### config.mk
export PLATFORM = sky130hd
export DESIGN_NAME = position_overlay_flat
export DESIGN_NICKNAME = d
export VERILOG_FILES = /design/src/rtl/position_overlay_if.sv /design/src/rtl/position_overlay.sv /design/src/flat_wrapper.sv
export SDC_FILE = /design/constraint.sdc
export NUM_CORES = 1
export LEC_CHECK = 0
export ABC_AREA = 1
export BUFFER_PORTS_ARGS = -buffer_cell sky130_fd_sc_hd__buf_2
export CAP_MARGIN = 5
export CORE_UTILIZATION = 45
export CTS_BUF_LIST = sky130_fd_sc_hd__clkbuf_8
export DETAILED_ROUTE_END_ITERATION = 12
export SLEW_MARGIN = 5
export SYNTH_ARGS = -nofsm -noshare
export SYNTH_HDL_FRONTEND = slang
export SYNTH_SLANG_ARGS = --single-unit
### constraint.sdc
create_clock -name clock -period 4 [get_ports clock]
set_input_delay 0.8 -clock clock [delete_from_list [all_inputs] [get_ports clock]]
set_output_delay 0.8 -clock clock [all_outputs]
set_load 0.05 [all_outputs]
### src/rtl/position_overlay_if.sv
// Coordinate load bus from the tracking/filtering pipeline into the overlay.
// The producer drives per-channel x/y/z with a load strobe, plus the marker shape.
interface position_overlay_if #(
    parameter int NUM_CH  = 2,
    parameter int COORD_W = 16
);
    logic [NUM_CH*COORD_W-1:0] x_in;
    logic [NUM_CH*COORD_W-1:0] y_in;
    logic [NUM_CH*COORD_W-1:0] z_in;
    logic [NUM_CH-1:0]         coord_valid;
    logic [1:0]                mode;

    modport master (output x_in, y_in, z_in, coord_valid, mode);
    modport slave  (input  x_in, y_in, z_in, coord_valid, mode);
endinterface

### src/rtl/position_overlay.sv
// VGA timing generator with one depth-scaled marker per tracked point.
// Pipeline: stage 0 counters -> stage 1 hit test -> stage 2 colour/output regs.
// Coordinates are double-buffered and swapped at the start of vertical blanking.
module position_overlay #(
    parameter int NUM_CH    = 2,
    parameter int COORD_W   = 16,
    parameter int H_ACTIVE  = 640,
    parameter int H_FP      = 16,
    parameter int H_SYNC    = 96,
    parameter int H_BP      = 48,
    parameter int V_ACTIVE  = 480,
    parameter int V_FP      = 10,
    parameter int V_SYNC    = 2,
    parameter int V_BP      = 33,
    parameter int BASE_HALF = 4,
    parameter int Z_SHIFT   = 6,
    parameter int MAX_HALF  = 31,
    // channel 0 (red) occupies the least-significant 24 bits
    parameter logic [NUM_CH*24-1:0] COLORS = {24'h00FF00, 24'hFF0000}
) (
    input  logic              clock,
    input  logic              reset,
    position_overlay_if.slave coord_bus,
    output logic [10:0]       hcount,
    output logic [9:0]        vcount,
    output logic              hsync,
    output logic              vsync,
    output logic              blank,
    output logic [23:0]       rgb
);
    localparam int H_TOTAL = H_ACTIVE + H_FP + H_SYNC + H_BP;
    localparam int V_TOTAL = V_ACTIVE + V_FP + V_SYNC + V_BP;
    localparam logic [10:0] H_LAST = 11'(H_TOTAL - 1);
    localparam logic [10:0] H_ACT  = 11'(H_ACTIVE);
    localparam logic [10:0] HS_BEG = 11'(H_ACTIVE + H_FP);
    localparam logic [10:0] HS_END = 11'(H_ACTIVE + H_FP + H_SYNC);
    localparam logic [9:0]  V_LAST = 10'(V_TOTAL - 1);
    localparam logic [9:0]  V_ACT  = 10'(V_ACTIVE);
    localparam logic [9:0]  VS_BEG = 10'(V_ACTIVE + V_FP);
    localparam logic [9:0]  VS_END = 10'(V_ACTIVE + V_FP + V_SYNC);
    // two spare bits: one for sign of dx/dy, one so BASE_HALF + z>>Z_SHIFT cannot overflow
    localparam int DW = COORD_W + 2;
    localparam logic [DW-1:0] BASE_D = DW'(BASE_HALF);
    localparam logic [DW-1:0] MAX_D  = DW'(MAX_HALF);

    // ---------------- stage 0: raster counters ----------------
    logic [10:0] hc_reg;
    logic [9:0]  vc_reg;
    logic        hsync_s0, vsync_s0, blank_s0, xfer;

    // Free-running pixel/line counters; line advances when the pixel counter wraps.
    always_ff @(posedge clock) begin
        if (reset) begin
            hc_reg <= '0;
            vc_reg <= '0;
        end else if (hc_reg == H_LAST) begin
            hc_reg <= '0;
            vc_reg <= (vc_reg == V_LAST) ? 10'd0 : vc_reg + 10'd1;
        end else begin
            hc_reg <= hc_reg + 11'd1;
        end
    end

    assign hsync_s0 = !((hc_reg >= HS_BEG) && (hc_reg < HS_END));
    assign vsync_s0 = !((vc_reg >= VS_BEG) && (vc_reg < VS_END));
    assign blank_s0 = (hc_reg >= H_ACT) || (vc_reg >= V_ACT);
    // first pixel of the first blanked line: swap shadow into active
    assign xfer     = (hc_reg == 11'd0) && (vc_reg == V_ACT);

    // ---------------- stage 1: timing delay + hit test ----------------
    logic [10:0] hc_s1_reg;
    logic [9:0]  vc_s1_reg;
    logic        hsync_s1_reg, vsync_s1_reg, blank_s1_reg;
    logic [NUM_CH-1:0] hit;

    // Carry the stage-0 raster position and syncs into the hit-test stage.
    always_ff @(posedge clock) begin
        if (reset) begin
            hc_s1_reg    <= '0;
            vc_s1_reg    <= '0;
            hsync_s1_reg <= 1'b1;
            vsync_s1_reg <= 1'b1;
            blank_s1_reg <= 1'b1;
        end else begin
            hc_s1_reg    <= hc_reg;
            vc_s1_reg    <= vc_reg;
            hsync_s1_reg <= hsync_s0;
            vsync_s1_reg <= vsync_s0;
            blank_s1_reg <= blank_s0;
        end
    end

    genvar gi;
    generate
        for (gi = 0; gi < NUM_CH; gi++) begin : g_ch
            logic [COORD_W-1:0] shadow_x_reg, shadow_y_reg, shadow_z_reg;
            logic [COORD_W-1:0] active_x_reg, active_y_reg, active_z_reg;
            logic               shadow_ok_reg, active_ok_reg;
            logic [DW-1:0]      half_sum, half, dx, dy, adx, ady;
            logic               in_box, ch_hit;

            // Shadow capture on load strobe; active copy updated only at the frame swap,
            // so a load on the swap cycle lands one frame later.
            always_ff @(posedge clock) begin
                if (reset) begin
                    shadow_x_reg  <= '0;
                    shadow_y_reg  <= '0;
                    shadow_z_reg  <= '0;
                    shadow_ok_reg <= 1'b0;
                    active_x_reg  <= '0;
                    active_y_reg  <= '0;
                    active_z_reg  <= '0;
                    active_ok_reg <= 1'b0;
                end else begin
                    if (coord_bus.coord_valid[gi]) begin
                        shadow_x_reg  <= coord_bus.x_in[gi*COORD_W +: COORD_W];
                        shadow_y_reg  <= coord_bus.y_in[gi*COORD_W +: COORD_W];
                        shadow_z_reg  <= coord_bus.z_in[gi*COORD_W +: COORD_W];
                        shadow_ok_reg <= 1'b1;
                    end
                    if (xfer) begin
                        active_x_reg  <= shadow_x_reg;
                        active_y_reg  <= shadow_y_reg;
                        active_z_reg  <= shadow_z_reg;
                        active_ok_reg <= shadow_ok_reg;
                    end
                end
            end

            assign half_sum = BASE_D + DW'(active_z_reg >> Z_SHIFT);
            assign half     = (half_sum > MAX_D) ? MAX_D : half_sum;
            assign dx       = DW'(hc_s1_reg) - DW'(active_x_reg);
            assign dy       = DW'(vc_s1_reg) - DW'(active_y_reg);
            assign adx      = dx[DW-1] ? -dx : dx;
            assign ady      = dy[DW-1] ? -dy : dy;
            assign in_box   = (adx <= half) && (ady <= half);

            // Shape decode for this channel, gated by having valid coordinates.
            always_comb begin
                ch_hit = 1'b0;
                case (coord_bus.mode)
                    2'd1:    ch_hit = in_box;
                    2'd2:    ch_hit = in_box && ((adx == half) || (ady == half));
                    2'd3:    ch_hit = ((dx == '0) && (ady <= half)) ||
                                      ((dy == '0) && (adx <= half));
                    default: ch_hit = 1'b0;
                endcase
                ch_hit = ch_hit && active_ok_reg;
            end

            assign hit[gi] = ch_hit;
        end
    endgenerate

    // ---------------- stage 2: colour select + outputs ----------------
    logic [23:0] rgb_next;

    // Lowest-index hitting channel wins; nothing is drawn inside blanking.
    always_comb begin
        rgb_next = 24'h0;
        for (int i = NUM_CH - 1; i >= 0; i--) begin
            if (hit[i]) rgb_next = COLORS[i*24 +: 24];
        end
        if (blank_s1_reg) rgb_next = 24'h0;
    end

    logic [10:0] hcount_reg;
    logic [9:0]  vcount_reg;
    logic        hsync_reg, vsync_reg, blank_reg;
    logic [23:0] rgb_reg;

    // Output register: all six outputs share the same two-cycle delay.
    always_ff @(posedge clock) begin
        if (reset) begin
            hcount_reg <= '0;
            vcount_reg <= '0;
            hsync_reg  <= 1'b1;
            vsync_reg  <= 1'b1;
            blank_reg  <= 1'b1;
            rgb_reg    <= '0;
        end else begin
            hcount_reg <= hc_s1_reg;
            vcount_reg <= vc_s1_reg;
            hsync_reg  <= hsync_s1_reg;
            vsync_reg  <= vsync_s1_reg;
            blank_reg  <= blank_s1_reg;
            rgb_reg    <= rgb_next;
        end
    end

    assign hcount = hcount_reg;
    assign vcount = vcount_reg;
    assign hsync  = hsync_reg;
    assign vsync  = vsync_reg;
    assign blank  = blank_reg;
    assign rgb    = rgb_reg;
endmodule
### src/flat_wrapper.sv
// flat-port wrapper written by rule: the top's interface ports become plain ports
module position_overlay_flat 
#(
    parameter int NUM_CH    = 2,
    parameter int COORD_W   = 16,
    parameter int H_ACTIVE  = 640,
    parameter int H_FP      = 16,
    parameter int H_SYNC    = 96,
    parameter int H_BP      = 48,
    parameter int V_ACTIVE  = 480,
    parameter int V_FP      = 10,
    parameter int V_SYNC    = 2,
    parameter int V_BP      = 33,
    parameter int BASE_HALF = 4,
    parameter int Z_SHIFT   = 6,
    parameter int MAX_HALF  = 31,
                                                             
    parameter logic [NUM_CH*24-1:0] COLORS = {24'h00FF00, 24'hFF0000}
)
  (clock, reset, hcount, vcount, hsync, vsync, blank, rgb, coord_bus_x_in, coord_bus_y_in, coord_bus_z_in, coord_bus_coord_valid, coord_bus_mode);
  position_overlay_if #(.NUM_CH(NUM_CH), .COORD_W(COORD_W)) coord_bus_i ();
  input  logic clock;
  input  logic reset;
  output logic [10:0] hcount;
  output logic [9:0] vcount;
  output logic hsync;
  output logic vsync;
  output logic blank;
  output logic [23:0] rgb;
  input wire logic [$bits(coord_bus_i.x_in)-1:0] coord_bus_x_in;
  input wire logic [$bits(coord_bus_i.y_in)-1:0] coord_bus_y_in;
  input wire logic [$bits(coord_bus_i.z_in)-1:0] coord_bus_z_in;
  input wire logic [$bits(coord_bus_i.coord_valid)-1:0] coord_bus_coord_valid;
  input wire logic [$bits(coord_bus_i.mode)-1:0] coord_bus_mode;
  assign coord_bus_i.x_in = coord_bus_x_in;
  assign coord_bus_i.y_in = coord_bus_y_in;
  assign coord_bus_i.z_in = coord_bus_z_in;
  assign coord_bus_i.coord_valid = coord_bus_coord_valid;
  assign coord_bus_i.mode = coord_bus_mode;
  position_overlay #(.NUM_CH(NUM_CH), .COORD_W(COORD_W), .H_ACTIVE(H_ACTIVE), .H_FP(H_FP), .H_SYNC(H_SYNC), .H_BP(H_BP), .V_ACTIVE(V_ACTIVE), .V_FP(V_FP), .V_SYNC(V_SYNC), .V_BP(V_BP), .BASE_HALF(BASE_HALF), .Z_SHIFT(Z_SHIFT), .MAX_HALF(MAX_HALF), .COLORS(COLORS)) u_core (.clock(clock), .reset(reset), .coord_bus(coord_bus_i), .hcount(hcount), .vcount(vcount), .hsync(hsync), .vsync(vsync), .blank(blank), .rgb(rgb));
endmodule
==> metrics, run 1 <==
status complete, no violations; post-synthesis adder-cell area fraction 8.59%; Global Route Usage Sum 21.5%; number of global-route vias before repair 13100; routing usage on met3 3.23%; H-tree levels 2; post-synth design cell area 0.0152 sq mm; Max FO, Critical Path 17; combinational family with the most area after synthesis simple AND/OR/NAND/NOR gates; # IOs 150; ys flop type dfxtp_1; R2R Path End u_core.rgb[14]; layout cell share with drive strength beyond 1 13.2%; highest clock rate 268 MHz; Detail Route Antenna Nets 0; hold path start u_core.hsync_s1_reg; Hold Path Sink u_core.hsync; Synth Warn # 0; fin util 52.0%; Synth Register Bits 243; dominant cell type by area after synthesis dfxtp_1; die width 186 um; CP top delay family simple AND/OR/NAND/NOR gates; CTS tree built; Syn-to-layout area delta 12.5%; PortBufs 129; Synth async-reset ratio 0%; DR vias 14200; DRC Markers 0; largest net degree at the start of global routing 173; max cap viols 0; Setup Viol. Count Final 0; Setup WS pre-CTS 0.0603 ns; global-route wire length before repair 60200 um; drt initial violations 721; CTS Hold Buffers Added 0; reg2reg path depth 26; CP Data Arrival Time 4.19 ns; syn avg cell area 6.61 sq um; Worst-path clk slew 0.06 ns; R2R setup slack 0.27 ns; Final Max Tran Viols 0; top cells by area, synth dfxtp_1 (32%), nand2_1 (12%), inv_1 (9.1%); GPL Wtd Cong 0.885; Remaining Overflow, GRT 0; gr busiest metal met2; Min-Delay Path Class reg -> reg; number of CTS-inserted buffers 41; met2 GRT Util 37.5%; Syn Inst Count 2301; Netlist cell types 48; Post-Route WL 37000 um; register area share after synthesis 32.0%; share of the synthesized area in the top cell type 32.0%; hpwl dp 28500 um; Hold Slack 0.407 ns; Post-synth EDFFs 0; clk_lat worst skew 0.57 ns; count leader, synth nand2_1; FP Rows 66; mux cell area share after synthesis 0%; WL/cell 12.7 um; Hold Vio Cnt, Final 0; PwrDens 301 mW/mm^2; core area 0.0329 sq mm; Vias/cell 4.89; CP Class reg -> reg; die height 186 um; synth cell count leaders nand2_1 (498), inv_1 (367), nor2_1 (291), dfxtp_1 (243), nand3_1 (146); drt pass-1 iters 5; worst flop-to-flop path startpoint u_core.vc_s1_reg[0]; setup tns final 0 ns; Worst Tran Pin Value 1.12 ns; worst endpoint required time 4.45 ns; slowest CP cell fa_2; WHS Path Cells 1; area fraction in compound gates after synthesis 13.2%; initial antenna violation count 0; Die ar. 0.0345 sq mm; TritonCTS Sinks 243; initial core utilization 46.3%; Clock Skew 0.0243 ns; Relative slew margins 25.0%; final worst slack 0.265 ns; Post-Synth XOR/XNOR Area 2.64%; M1 GR Usage 27.1%; Crit. End Element register; most used cell, CP nand2_1; critical path buffer and inverter count 5; CP Launch Type register; Simple-Gate Fraction of Synth Area 31.2%; fillers 3468; Nets 2632; Tcrit/Tclk final 93.4%; Root Driver clkbuf_8; leakage power 0.00873 uW; Tmin final 3.73 ns; Largest stage delay, worst path 0.38 ns; clock buffer depth 3; maximum vdd drop 336 uV
==> stage by stage <==
step           power [uW]  cells  cell area (sq um)
2_1_floorplan        3000   2331              15300
3_3_place_gp         3140   2824              16200
3_5_place_dp         3150   2824              16200
4_1_cts              5210   2896              16900
5_1_grt              5420   2899              17100
6_report             5150   2900              17100
==> cell type report <==
class | instances | area (sq um) | share of cell area [%]
inverters | 385 | 1450 | 8.45
well taps | 442 | 553 | 3.23
multi-input cells | 1613 | 8710 | 50.9
clock buffers | 46 | 633 | 3.70
clock inverters | 26 | 105 | 0.614
diodes | 1 | 2.50 | 0.0146
repair buffers | 144 | 790 | 4.62
flip-flops and latches | 243 | 4860 | 28.4
==> worst max-delay path by stage <==
stage | depth (start not counted) | end | startpoint
floorplan | 30 | u_core.rgb[14] | u_core.vc_s1_reg[0]
global placement | 27 | u_core.rgb[14] | u_core.vc_s1_reg[0]
detailed placement | 27 | u_core.rgb[14] | u_core.vc_s1_reg[0]
CTS | 27 | u_core.rgb[14] | u_core.vc_s1_reg[0]
global route | 24 | u_core.rgb[14] | u_core.vc_s1_reg[7]
finish | 26 | u_core.rgb[14] | u_core.vc_s1_reg[0]
==> report_power, final <==
part / total, uW / switching (uW) / internal (uW) / leakage [uW]
sequential: 2500 / 16.6 / 2490 / 0.00198
clock: 2030 / 984 / 1050 / 0.000460
combinational: 611 / 403 / 208 / 0.00629
==> kinds of logic (layout without fill, tap and decap cells) <==
group	count (synthesis)	after routing
compound gates	344	344
xor+xnor	45	45
fa+ha+maj	102	102
buf+inv	475	601
flops	243	243
other cells	2	33
simple gates	1090	1090
==> timing repair <==
action | 4_1_cts | 5_1_grt
setup buffers | 0 | 3
gates resized for setup | 0 | 43
endpoints found under the setup margin | 0 | 2
==> worst register-to-register path, delay by kind of cell (launching register included) <==
kind                       cells  cell delay, ns
DFF                            1            0.30
buffers and inverters          5            0.59
xor gates and xnor gates       1            0.16
adders and majority gates      3            0.88
and+or+nand+nor               16            1.53
AOI/OAI and AO/OA              1            0.17
==> per-layer routing <==
| metal | wire length, um | vias to the layer above |
|---|---|---|
| li1 | - | 7604 |
| met1 | 17600 | 6261 |
| met2 | 17200 | 245 |
| met3 | 1390 | 57 |
| met4 | 844 | 0 |
| met5 | 0 | - |
==> cells in the final DEF (no fill, tap or decap), drive strengths merged <==
master / count
a211oi: 88
conb: 32
o21ai: 112
clkinvlp: 1
clkinv: 4
a221oi: 1
a21oi: 130
or2: 8
a2111oi: 1
buf: 144
o211ai: 1
a22oi: 2
clkbuf: 46
o2111ai: 3
nand4: 36
a21o: 1
xor2: 35
xnor2: 10
nand3b: 17
nand2: 525
nor2: 308
a21boi: 3
nor3b: 7
nor3: 16
and2: 2
and3: 1
diode: 1
inv: 406
ha: 98
fa: 4
nand3: 159
dfxtp: 243
nor4: 11
o21bai: 2
No activity file was read; power rests on OpenSTA's default activity.
==> run 2, diff against run 1 <==
BUFFER_PORTS_ARGS = not set   (was -buffer_cell sky130_fd_sc_hd__buf_2)
DONT_BUFFER_PORTS = 1   (was not set)
==> run 2 against run 1 <==
First-iteration DRC count shrank 16%. Global-route usage shrank 0.36 points. Core utilization shrank 1.5 points. Wire length shrank 0.97%. Combinational power shrank 12%. Non-clock buffer count shrank 127. Die area is the same. Critical endpoint unchanged.
==> metrics, run 2 (synthesis results as in run 1) <==
PwrDens 327 mW/mm^2 (+8.9%); clk_lat worst skew 0.58 ns (about the same); hpwl dp 28100 um (-1.3%); worst endpoint required time 4.48 ns (+0.03 ns); Worst-path clk slew 0.06 ns (about the same); Power Total 5440 uW (+5.8%); ant diodes 0 (-1); highest clock rate 273 MHz (+1.9%); status complete, no violations; Die ar. 0.0345 sq mm (unchanged); Final Max Tran Viols 0 (unchanged); Vias/cell 4.93 (+1.0%); Tcrit/Tclk final 91.6% (-1.8 points); drt initial violations 606 (-16%); WHS Path Cells 1 (unchanged); number of CTS-inserted buffers 41 (unchanged); most frequent cells in the layout nand2_1 (491), inv_1 (372), nor2_1 (284), dfxtp_1 (241), nand3_1 (143); Relative slew margins 23.5% (-1.5 points); maximum vdd drop 351 uV (+4.4%); die width 186 um (unchanged); Min-Delay Path Class in -> reg; Syn-to-layout area delta 9.26%; post-placement cell count 2695 (-4.6%); setup tns final 0 ns (unchanged); H-tree levels 2 (unchanged); number of global-route vias before repair 12600 (-3.9%); leakage power 0.00822 uW (-5.9%); largest net degree at the start of global routing 151 (-13%); FP Rows 66 (unchanged); GPL Wtd Cong 0.874 (-1.2%); fillers 3449 (-0.55%); # IOs 150 (unchanged); CP Launch Type register; reg2reg path depth 27 (+3.8%); R2R setup slack 0.34 ns (+0.07 ns); die height 186 um (unchanged); drt pass-1 iters 5 (unchanged); initial core utilization 46.3% (unchanged); WL/cell 13.2 um (+3.6%); Hold Slack 0.312 ns (-0.0949 ns); clock buffer depth 3 (unchanged); Root Driver clkbuf_8; Nets 2505 (-4.8%); Worst Tran Pin Value 1.15 ns (+0.0295 ns); DR vias 13700 (-3.4%); Crit. End Element register; CP Class reg -> reg; Global Route Usage Sum 21.2% (-0.36 points); Setup Viol. Count Final 0 (unchanged); Layout Cells excl Fill 2772 (-4.4%); global-route wire length before repair 58800 um (-2.3%); core area 0.0329 sq mm (unchanged); Max FO, Critical Path 5 (-12); layout cell share with drive strength beyond 1 8.97% (-4.3 points); Tmin final 3.66 ns (-0.0701 ns); commonest non-fill, non-tap cell in the layout nand2_1; max cap viols 0 (unchanged); CP Data Arrival Time 4.15 ns (-0.04 ns); R2R Path End u_core.rgb[14]; worst flop-to-flop path startpoint u_core.vc_s1_reg[0]; TritonCTS Sinks 243 (unchanged); DRC Markers 0 (unchanged); Remaining Overflow, GRT 0 (unchanged); hold path start reset; Hold Vio Cnt, Final 0 (unchanged); Clock Skew 0.0264 ns (+0.00207 ns); initial antenna violation count 0 (unchanged); Detail Route Antenna Nets 0 (unchanged); Hold Path Sink u_core.g_ch[0].active_x_reg[15]; PortBufs 0 (-100%); CTS tree built; Post-Route WL 36600 um (-0.97%)
[run 2: cell types whose count changed in the layout (fill, tap and decap cells not counted), sizes merged]
cell / before / now
buf: 144 / 17
bufinv: 0 / 4
clkbuf: 46 / 49
clkinv: 4 / 2
diode: 1 / 0
inv: 406 / 401
[run 2: report_power, final]
group          internal (uW)  leakage, uW  switching [uW]
clock                   1370     0.000503            1020
sequential              2490      0.00198            21.8
combinational            173      0.00573             363
[run 2: metal layers]
layer	global-route usage (%)	share of wire [%]
met5	0	0
met4	6.75	2.4
met3	3.23	4.2
met2	36.0	46
met1	27.3	47
[run 2: critical path, stage by stage (launching register included)]
cell and delay, ns:
dfxtp_1 0.32, inv_2 0.06, ha_1 0.21, fa_2 0.35
inv_2 0.09, nand3_1 0.12, nand2_2 0.13, nand3_1 0.12
nand3_2 0.09, inv_1 0.04, or2_0 0.24, inv_2 0.13
nor2_1 0.06, xor2_1 0.16, ha_1 0.31, nand2_1 0.07
nor2_1 0.15, nand4_1 0.16, nor2_2 0.15, nand3_2 0.08
nand2_1 0.10, nand2_1 0.05, nand2_1 0.11, nand2_1 0.06
nand2_1 0.06, nand2_1 0.06, nand2_1 0.06, nor2_1 0.03
[run 2: stage by stage]
stage	setup slack [ns]	instance area (sq um)	util (%)
floorplan	0.499	15300	-
global placement	0.196	15600	47.3
detailed placement	0.0470	15600	47.3
CTS	0.0343	16400	50.0
global route	-0.0378	16600	50.6
finish	0.335	16600	50.6
[run 2: worst max path at each step]
stage / from / end / slack (ns) / cells past startpoint
after floorplan: u_core.vc_s1_reg[0] / u_core.rgb[14] / 0.50 / 30
after global placement: u_core.vc_s1_reg[0] / u_core.rgb[14] / 0.20 / 27
after detailed placement: u_core.vc_s1_reg[0] / u_core.rgb[14] / 0.05 / 27
after CTS: u_core.vc_s1_reg[0] / u_core.rgb[14] / 0.03 / 27
after global routing: u_core.vc_s1_reg[0] / u_core.rgb[14] / -0.04 / 26
final: u_core.vc_s1_reg[0] / u_core.rgb[14] / 0.34 / 27
[run 2: final cells by class]
cell class                      instances  area [sq um]  area share [%]
Clock buffer                           49           674            4.06
Clock inverter                         23           209            1.26
Tap cell                              442           553            3.33
Sequential cell                       243          4870            29.3
Timing Repair Buffer                   17           144           0.866
Multi-Input combinational cell       1613          8720            52.5
Inverter                              385          1450            8.70
[run 2: repair_timing]
item,CTS,global route
setup endpoints to repair,0,2
gates resized for setup,0,47
hold buffers,0,0
buffers inserted,0,5
